**config.mk**
```make
export PLATFORM = sky130hd
export DESIGN_NAME = alu_iter
export DESIGN_NICKNAME = d
export VERILOG_FILES = /design/src/rtl/alu_iter.sv
export SDC_FILE = /design/constraint.sdc
export NUM_CORES = 1
export LEC_CHECK = 0
export BUFFER_PORTS_ARGS = -buffer_cell sky130_fd_sc_hd__buf_2
export CAP_MARGIN = 0
export CORE_AREA = 2 2 305 307
export DETAILED_ROUTE_END_ITERATION = 10
export DIE_AREA = 0 0 307 309
export PLACE_DENSITY_LB_ADDON = 0.1
export SLEW_MARGIN = 20
export SYNTH_ARGS = -nofsm -noshare
export SYNTH_HDL_FRONTEND = slang
export SYNTH_SLANG_ARGS = --single-unit
export TNS_END_PERCENT = 20
```
**constraint.sdc**
```tcl
create_clock -name clk_i -period 3.5 [get_ports clk_i]
set_input_delay 0.35 -clock clk_i [delete_from_list [all_inputs] [get_ports clk_i]]
set_output_delay 0.35 -clock clk_i [all_outputs]
set_load 0.005 [all_outputs]
```
**src/rtl/alu_iter.sv**
```systemverilog
// alu_iter: execution-side ALU driven by the 4-bit ALU control code.
// Logic ops, add/sub and set-less-than finish in one cycle. MUL uses an
// iterative shift-add sequence with a fixed latency of WIDTH iterations.
// Requests come in and results go out through valid/ready handshakes.
// ready_o and valid_o are registered so that the pipeline can stall on them.

module alu_iter #(
  parameter int WIDTH = 64,
  parameter int CNT_W = 7
) (
  input  logic             clk_i,
  input  logic             rst_i,
  input  logic             valid_i,
  output logic             ready_o,
  input  logic [3:0]       ALUCtrl_i,
  input  logic [WIDTH-1:0] src1_i,
  input  logic [WIDTH-1:0] src2_i,
  output logic [WIDTH-1:0] result_o,
  output logic             zero_o,
  output logic             err_o,
  output logic             valid_o,
  input  logic             ready_i
);

  // Operation codes produced by the ALU control decoder
  localparam logic [3:0] OP_AND = 4'b0000;
  localparam logic [3:0] OP_OR  = 4'b0001;
  localparam logic [3:0] OP_ADD = 4'b0010;
  localparam logic [3:0] OP_SUB = 4'b0110;
  localparam logic [3:0] OP_SLT = 4'b0111;
  localparam logic [3:0] OP_MUL = 4'b1000;

  // The counter value on the final MUL iteration
  localparam logic [CNT_W-1:0] LAST_ITER = CNT_W'(WIDTH - 1);

  // IDLE waits for a request, MUL iterates, DONE holds the result until it is taken
  typedef enum logic [1:0] {
    S_IDLE = 2'd0,
    S_MUL  = 2'd1,
    S_DONE = 2'd2
  } state_t;

  state_t           r_state;
  logic [WIDTH-1:0] r_result;
  logic             r_zero;
  logic             r_err;
  logic             r_valid;
  logic             r_ready;
  logic [WIDTH-1:0] r_acc;
  logic [WIDTH-1:0] r_mcand;
  logic [WIDTH-1:0] r_mplier;
  logic [CNT_W-1:0] r_cnt;

  logic [WIDTH-1:0] w_opResult;
  logic             w_opIllegal;
  logic             w_opIsMul;
  logic             w_srcLess;
  logic [WIDTH-1:0] w_accNext;
  logic             w_lastIter;

  assign w_srcLess  = ($signed(src1_i) < $signed(src2_i));
  assign w_lastIter = (r_cnt == LAST_ITER);

  // Single-cycle result for the code on the inputs; illegal codes yield zero and set the error flag
  always_comb begin
    w_opResult  = '0;
    w_opIllegal = 1'b0;
    w_opIsMul   = 1'b0;
    case (ALUCtrl_i)
      OP_AND:  w_opResult = src1_i & src2_i;
      OP_OR:   w_opResult = src1_i | src2_i;
      OP_ADD:  w_opResult = src1_i + src2_i;
      OP_SUB:  w_opResult = src1_i - src2_i;
      OP_SLT:  w_opResult = {{(WIDTH-1){1'b0}}, w_srcLess};
      OP_MUL:  w_opIsMul  = 1'b1;
      default: w_opIllegal = 1'b1;
    endcase
  end

  // One shift-add step: the shifted multiplicand is added when the current multiplier bit is set
  always_comb begin
    w_accNext = r_acc;
    if (r_mplier[0]) begin
      w_accNext = r_acc + r_mcand;
    end
  end

  // Control FSM with registered handshake outputs, result registers and multiplier datapath
  always_ff @(posedge clk_i) begin
    if (!rst_i) begin
      r_state  <= S_IDLE;
      r_result <= '0;
      r_zero   <= 1'b0;
      r_err    <= 1'b0;
      r_valid  <= 1'b0;
      r_ready  <= 1'b1;
      r_acc    <= '0;
      r_mcand  <= '0;
      r_mplier <= '0;
      r_cnt    <= '0;
    end else begin
      case (r_state)
        S_IDLE: begin
          if (valid_i) begin
            r_ready <= 1'b0;
            if (w_opIsMul) begin
              r_mcand  <= src1_i;
              r_mplier <= src2_i;
              r_acc    <= '0;
              r_cnt    <= '0;
              r_state  <= S_MUL;
            end else begin
              r_result <= w_opResult;
              r_zero   <= (w_opResult == '0);
              r_err    <= w_opIllegal;
              r_valid  <= 1'b1;
              r_state  <= S_DONE;
            end
          end
        end
        S_MUL: begin
          r_acc    <= w_accNext;
          r_mcand  <= r_mcand << 1;
          r_mplier <= r_mplier >> 1;
          r_cnt    <= r_cnt + CNT_W'(1);
          if (w_lastIter) begin
            r_result <= w_accNext;
            r_zero   <= (w_accNext == '0);
            r_err    <= 1'b0;
            r_valid  <= 1'b1;
            r_state  <= S_DONE;
          end
        end
        S_DONE: begin
          if (ready_i) begin
            r_valid <= 1'b0;
            r_ready <= 1'b1;
            r_state <= S_IDLE;
          end
        end
        default: begin
          r_valid <= 1'b0;
          r_ready <= 1'b1;
          r_state <= S_IDLE;
        end
      endcase
    end
  end

  assign result_o = r_result;
  assign zero_o   = r_zero;
  assign err_o    = r_err;
  assign valid_o  = r_valid;
  assign ready_o  = r_ready;

endmodule

```
==> results of run 1 <==
==> layout make-up <==
class / instances / area, sq um
Fill cell: 9439 / 49850
Multi-Input combinational cell: 3026 / 21530
Timing Repair Buffer: 1493 / 10940
Sequential cell: 269 / 5409
Tap cell: 1186 / 1484
Clock buffer: 48 / 1090
Inverter: 219 / 840.8
Clock inverter: 18 / 236.5
Antenna cell: 3 / 7.507
==> what timing repair did <==
action,4_1_cts,5_1_grt
endpoints found under the setup margin,46,50
pin swaps,35,45
buffers inserted,7,11
gates resized for setup,133,132
==> cell usage in the layout (no fill, tap or decap), drive strengths merged, types with 21 or more instances in the layout <==
cell and n:
mux2 26, o211a 142, o31ai 39, nand2 497, nor2b 67, o21a 26, nand3 56, xor2 22
dfxtp 269, o21ai 216, a21boi 84, nor4 41, xnor2 49, and2 40, a31oi 32, buf 1492
a21oi 327, o211ai 177, o21bai 37, ha 258, mux2i 37, inv 219, nand4 53, or3 21
nor2 275, nor3 74, nand2b 34, clkbuf 49, a211oi 39, a21o 57
==> metrics by stage <==
step / cell area, sq um / total power [mW] / instances / hold slack, ns
CTS: 40880 / 12.58 / 6249 / 0.0005173
detailed placement: 38870 / 8.208 / 6176 / 0.4556
finish: 41530 / 12.60 / 6262 / 0.03209
floorplan: 27520 / 5.584 / 3762 / 0.4548
global placement: 38870 / 8.219 / 6176 / 0.4485
global route: 41530 / 13.20 / 6259 / 0.04744
==> sequential cells by signal (all words and copies together), names as in the netlist <==
name and cells:
err_o 1, valid_o 1, result_o 64, ready_o 1, r_state 2, zero_o 1
r_mplier 64, r_cnt 7, r_acc 64, r_mcand 64
==> cell families after synthesis <==
family	after synthesis	share of synthesized area, %
AOI/OAI and AO/OA	1389	35.76
muxes	63	2.425
and+or+nand+nor	1242	21.30
adders and majority gates	261	12.02
xor gates and xnor gates	71	2.274
DFF	269	19.69
buffers and inverters	467	6.524
==> layer usage <==
metal	track usage (%)	vias up	part of all wire (%)
li1	-	16400	-
met5	0	-	0.046
met2	40.45	852	41
met3	5.070	148	6.5
met1	40.05	15630	50
met4	7.306	10	2.7
==> synth_stat cells, drive strengths merged, types with 26 or more instances <==
library cell | number | area share (%)
inv | 219 | 3.0
o211a | 142 | 5.2
nor4 | 41 | 0.98
nand3 | 56 | 1.0
nand4 | 53 | 1.2
nand2b | 34 | 0.78
nor2 | 275 | 3.8
and2 | 40 | 0.91
a31oi | 32 | 0.75
a211oi | 39 | 1.1
a21oi | 327 | 6.0
mux2 | 26 | 1.1
nand2 | 497 | 6.8
a21boi | 84 | 2.3
o31ai | 39 | 1.2
o21a | 26 | 0.71
o211ai | 177 | 4.9
dfxtp | 269 | 20
o21bai | 37 | 1.0
a21o | 57 | 1.6
xnor2 | 49 | 1.6
mux2i | 37 | 1.4
buf | 52 | 0.82
ha | 258 | 12
nor2b | 67 | 1.5
nor3 | 74 | 1.4
o21ai | 216 | 4.0
clkbuf | 196 | 2.7
==> power breakdown <==
part	total (mW)	switching, mW	internal [mW]
clock network	4.21	1.71	2.51
logic	4.99	2.71	2.28
registers	3.40	0.148	3.25
==> worst min-delay path: stages <==
cell                      delay (ns)
sky130_fd_sc_hd__buf_2          0.09
sky130_fd_sc_hd__nor3_1         0.03
sky130_fd_sc_hd__o21ai_0        0.12
==> path summary, 6_finish.rpt <==
kind	startpoint	end	slack (ns)	depth (start not counted)
setup / recovery	r_acc[1]$_SDFFE_PN0P_	zero_o$_SDFFE_PN0P_	-0.73	17
setup reg to reg	r_acc[1]$_SDFFE_PN0P_	zero_o$_SDFFE_PN0P_	-0.73	17
hold reg to reg	result_o[51]$_SDFFE_PN0P_	result_o[51]$_SDFFE_PN0P_	0.46	2
hold / removal	ready_i	ready_o$_SDFFE_PN1P_	0.03	3
==> qor.csv, run 1 <==
metric,value,unit
status,"finished, violations left",
failed_checks,setup timing,
worst-path-max-fanout,4,
track_usage,27.29,%
critPathSlowestCell,sky130_fd_sc_hd__or4_4,
post-route-util,45.45,%
wirelength,133900,um
drv.max_cap_violation_count,0,
tritoncts_clock_tree,built,
hold_removal_path_class,in -> reg,
initial_core_util,29.93,%
maxSlewViolCount,0,
fp-row-count,111,
final_net_count,5444,
number_of_remaining_drc_errors,0,
synthCells,3762,
pin_count,204,
firstDrtPassIters,5,
pin_slew_with_the_least_headroom_to_its_limit,0.9503,ns
post-place-ws,-1.509,ns
postLayoutSetupSlackWorst,-0.7291,ns
shortest_clock_period_the_worst_path_allows_after_layout,4.229,ns
viasPerCell,5.275,
global_route_wire_length_before_repair,197600,um
worst-path-buf-inv,2,
clk-insertion-delay-late,0.61,ns
synth.net_count,4159,
power-per-cell-area,303.4,nW/um^2
detail-route-antenna-nets,0,
clk_path_buf_depth,3,
synth_seq_area_share,19.69,%
synth.distinct_cells,93,
cellLeakagePower,20.15,nW
cts_root_buffer,sky130_fd_sc_hd__clkbuf_16,
grt_start_max_net_pins,160,
finalCritPeriodShare,120.8,%
critical-path-top-delay-family,simple AND/OR/NAND/NOR gates,
syn_avg_cell_area,7.270,sq um
clock_buffer_count_from_cts,38,
crit_path_start_kind,flip-flop,
routedWlPerCell,21.38,um
synth_enable_flop_cells,0,
ir_worst_vdd,411.4,uV
routabilityCongestion,0.9875,
postSynthRegisterBits,269,
dr.first_iter.drc_count,2627,
grt_setup_unrepaired,yes,
initial_antenna_violation_count,8,
synth.cell_area,27350,sq um
dp_hpwl,109500,um
flow.area_growth_from_synthesis,51.86,%
cp.arrival,4.74,ns
portBuffers,203,
floorplan.die_area,94860,sq um
synth_async_sr_flop_share,0,%
ys_warn_count,0,
first_global_vias,31710,
synth-main-ff-cell,sky130_fd_sc_hd__dfxtp_1,
hold_viol,0,
design.core.area,91390,sq um
finalClockSkew,0.02298,ns
worstPathCellList,"ha_4, a21o_1, nand4_1, a2111o_1, and3_4, o21ai_1, buf_4, o31a_1, buf_4, a21oi_1, xnor2_1, mux2_4, or4_4, nor4_4, nor4bb_4, nand4_1, o31ai_1",
fin_tns_setup,-5.926,ns
die_w,307,um
drive_above_1_share,36.15,%
worst-setup-path-type,reg -> reg,
slew_headroom,36.65,%
die_h,309,um
cts.sinks,269,
globalRoute.totalOverflow,0,
timing.critical_path.slowest_cell_delay,0.45,ns
peak_clock_frequency_supported_by_timing,0.2365,GHz
routed-via-count,33030,
postCtsHoldBufs,0,
clk_pin_slew_worst_paths,0.06,ns
setup_violating_endpoint_count_in_the_final_report,32,
worstPathRequired,4.01,ns
cts_max_level,2,
crit_path_end_kind,flip-flop,
(Power assumes the default switching activity.)
==> inputs of run 2 (changes only) <==
- BUFFER_PORTS_ARGS: -buffer_cell sky130_fd_sc_hd__buf_2 -> unset
- DONT_BUFFER_PORTS: unset -> 1
- SETUP_SLACK_MARGIN: unset -> 0.3
==> run 2 against run 1 <==
Net effect:
- clock power decreased by 1%
- worst hold slack improved by 0.010 ns
- non-clock buffer count shrank 340
- critical path depth stayed put
- combinational power down 7.4%
- first-iteration DRC count shrank 0.42%
- power fell by 3.2%
- critical path type unchanged
- the run still ends with setup timing left
- final cell count shrank 5.4%
- maximum frequency up 0.91%
- global-route usage shrank 0.53 points
- sequential cell count is the same
==> qor.csv, run 2 (synthesis results as in run 1) <==
metric,value,unit,change
design.core.area,91390,sq um,unchanged
hold_viol,0,,unchanged
crit_path_end_kind,flip-flop,,unchanged
routabilityCongestion,0.9793,,was 0.9875
postLayoutSetupSlackWorst,-0.6908,ns,was -0.7291 ns
viasPerCell,5.433,,was 5.275
maxSlewViolCount,0,,unchanged
detail-route-antenna-nets,0,,unchanged
most-common-layout-cells,"1079 x sky130_fd_sc_hd__buf_4, 490 x sky130_fd_sc_hd__nand2_1, 285 x sky130_fd_sc_hd__a21oi_1, 266 x sky130_fd_sc_hd__nor2_1, 260 x sky130_fd_sc_hd__dfxtp_1",,"was 1267 x sky130_fd_sc_hd__buf_4, 493 x sky130_fd_sc_hd__nand2_1, 288 x sky130_fd_sc_hd__a21oi_1, 268 x sky130_fd_sc_hd__nor2_1, 256 x sky130_fd_sc_hd__dfxtp_1"
grt_start_max_net_pins,208,,was 160
flow.area_growth_from_synthesis,44.32,%,was 51.86%
grt_setup_unrepaired,yes,,unchanged
cts.sinks,269,,unchanged
finalClockSkew,0.01704,ns,was 0.02298 ns
worst-setup-path-type,reg -> reg,,unchanged
ir_worst_vdd,376.0,uV,was 411.4 uV
shortest_clock_period_the_worst_path_allows_after_layout,4.191,ns,was 4.229 ns
portBuffers,0,,was 203
status,"finished, violations left",,unchanged
totalPowerFinal,12.21,mW,was 12.60 mW
num-fill-cells,9525,,was 9439
critical-path-top-delay-family,compound AO/OA/AOI/OAI gates,,was simple AND/OR/NAND/NOR gates
cp.arrival,4.71,ns,was 4.74 ns
failed_checks,setup timing,,unchanged
wirelength,131100,um,was 133900 um
die_h,309,um,unchanged
critPathSlowestCell,sky130_fd_sc_hd__fa_2,,was sky130_fd_sc_hd__or4_4
number_of_remaining_drc_errors,0,,unchanged
clk-insertion-delay-late,0.62,ns,was 0.61 ns
most_common_cell_after_layout_fill_and_taps_aside,sky130_fd_sc_hd__buf_4,,unchanged
initial_antenna_violation_count,0,,was 8
floorplan.die_area,94860,sq um,unchanged
finalInstanceArea,39470,sq um,was 41530 sq um
routed-via-count,32170,,was 33030
fin_tns_setup,-4.002,ns,was -5.926 ns
cts_max_level,2,,unchanged
peak_clock_frequency_supported_by_timing,0.2386,GHz,was 0.2365 GHz
setup_violating_endpoint_count_in_the_final_report,26,,was 32
clk_pin_slew_worst_paths,0.07,ns,was 0.06 ns
power-per-cell-area,309.2,nW/um^2,was 303.4 nW/um^2
dp_hpwl,104300,um,was 109500 um
first_global_vias,30630,,was 31710
routedWlPerCell,22.13,um,was 21.38 um
numPlacedInstances,5802,,was 6176
worst-path-max-fanout,4,,unchanged
globalRoute.totalOverflow,0,,unchanged
cellLeakagePower,18.70,nW,was 20.15 nW
dr.first_iter.drc_count,2616,,was 2627
initial_core_util,29.93,%,unchanged
worst-path-buf-inv,1,,was 2
pin_count,204,,unchanged
pin_slew_with_the_least_headroom_to_its_limit,1.120,ns,was 0.9503 ns
drv.max_cap_violation_count,0,,unchanged
instances_no_fill,5921,,was 6262
tritoncts_clock_tree,built,,unchanged
worstPathRequired,4.02,ns,was 4.01 ns
cell_area_placed,36560,sq um,was 38870 sq um
post-route-util,43.19,%,was 45.45%
hold_removal_path_class,in -> reg,,unchanged
cts_root_buffer,sky130_fd_sc_hd__clkbuf_16,,unchanged
crit_path_start_kind,flip-flop,,unchanged
firstDrtPassIters,6,,was 5
finalCritPeriodShare,119.7,%,was 120.8%
die_w,307,um,unchanged
slew_headroom,25.37,%,was 36.65%
global_route_wire_length_before_repair,194600,um,was 197600 um
fp-row-count,111,,unchanged
clk_path_buf_depth,3,,unchanged
final_net_count,5105,,was 5444
timing.critical_path.slowest_cell_delay,0.37,ns,was 0.45 ns
clock_buffer_count_from_cts,39,,was 38
worstPathCellList,"ha_4, fa_2, a211oi_2, o21ai_2, o31a_1, a31oi_4, o31ai_1, xor2_1, mux2_2, a2111oi_4, nand4_1, nor4_2, buf_4, and3_1, and3_1, nand4_1, o31ai_2",,"was ha_4, a21o_1, nand4_1, a2111o_1, and3_4, o21ai_1, buf_4, o31a_1, buf_4, a21oi_1, xnor2_1, mux2_4, or4_4, nor4_4, nor4bb_4, nand4_1, o31ai_1"
drive_above_1_share,30.60,%,was 36.15%
track_usage,26.76,%,was 27.29%
n_antenna_cell,0,,was 3
[run 2: final timing paths]
kind	cells after the start	slack [ns]	end	start
max reg2reg	17	-0.69	zero_o$_SDFFE_PN0P_	r_mcand[0]$_SDFFE_PN0P_
max	17	-0.69	zero_o$_SDFFE_PN0P_	r_mcand[0]$_SDFFE_PN0P_
min reg2reg	2	0.47	result_o[56]$_SDFFE_PN0P_	result_o[56]$_SDFFE_PN0P_
min	3	0.04	r_mplier[63]$_SDFFE_PN0P_	src2_i[63]
[run 2: stage by stage]
step	hold slack [ns]	setup WS, ns
2_1_floorplan	0.4548	-0.1213
3_3_place_gp	0.4664	-1.369
3_5_place_dp	0.4748	-1.382
4_1_cts	0.01048	-0.6885
5_1_grt	0.08089	-0.9367
6_report	0.04237	-0.6908
[run 2: area by class of cell]
cell class	instances	area (sq um)	area share (%)
flip-flops and latches	269	5401	13.68
inverters	219	840.8	2.130
repair buffers	1153	9024	22.86
multi-input cells	3026	21420	54.27
clock buffers	51	1081	2.739
well taps	1186	1484	3.760
clock inverters	17	220.2	0.5579
[run 2: power breakdown]
group,internal [mW],switching (mW)
clock,2.47,1.70
combinational,2.08,2.54
sequential,3.25,0.164
total,7.80,4.40
[run 2: what timing repair did]
action	CTS	global route
gates resized for setup	143	129
hold endpoints to repair	243	0
endpoints found under the setup margin	60	76
pin swaps	55	47
hold buffers	41	0
buffers inserted	5	5
gates cloned	0	0
[run 2: worst register-to-register path: stages (launching register included)]
cell	delay [ns]
sky130_fd_sc_hd__dfxtp_2	0.33
sky130_fd_sc_hd__ha_4	0.17
sky130_fd_sc_hd__fa_2	0.37
sky130_fd_sc_hd__a211oi_2	0.25
sky130_fd_sc_hd__o21ai_2	0.13
sky130_fd_sc_hd__o31a_1	0.33
sky130_fd_sc_hd__a31oi_4	0.29
sky130_fd_sc_hd__o31ai_1	0.12
sky130_fd_sc_hd__xor2_1	0.15
sky130_fd_sc_hd__mux2_2	0.32
sky130_fd_sc_hd__a2111oi_4	0.21
sky130_fd_sc_hd__nand4_1	0.25
sky130_fd_sc_hd__nor4_2	0.35
sky130_fd_sc_hd__buf_4	0.17
sky130_fd_sc_hd__and3_1	0.14
sky130_fd_sc_hd__and3_1	0.15
sky130_fd_sc_hd__nand4_1	0.15
sky130_fd_sc_hd__o31ai_2	0.22
[run 2: per-layer routing]
metal | routed length, um | up-vias | track usage, %
met4 | 2474 | 0 | 5.661
li1 | - | 15740 | -
met5 | 0 | - | 0
met3 | 9041 | 119 | 4.008
met1 | 64350 | 15380 | 39.61
met2 | 55190 | 931 | 40.65
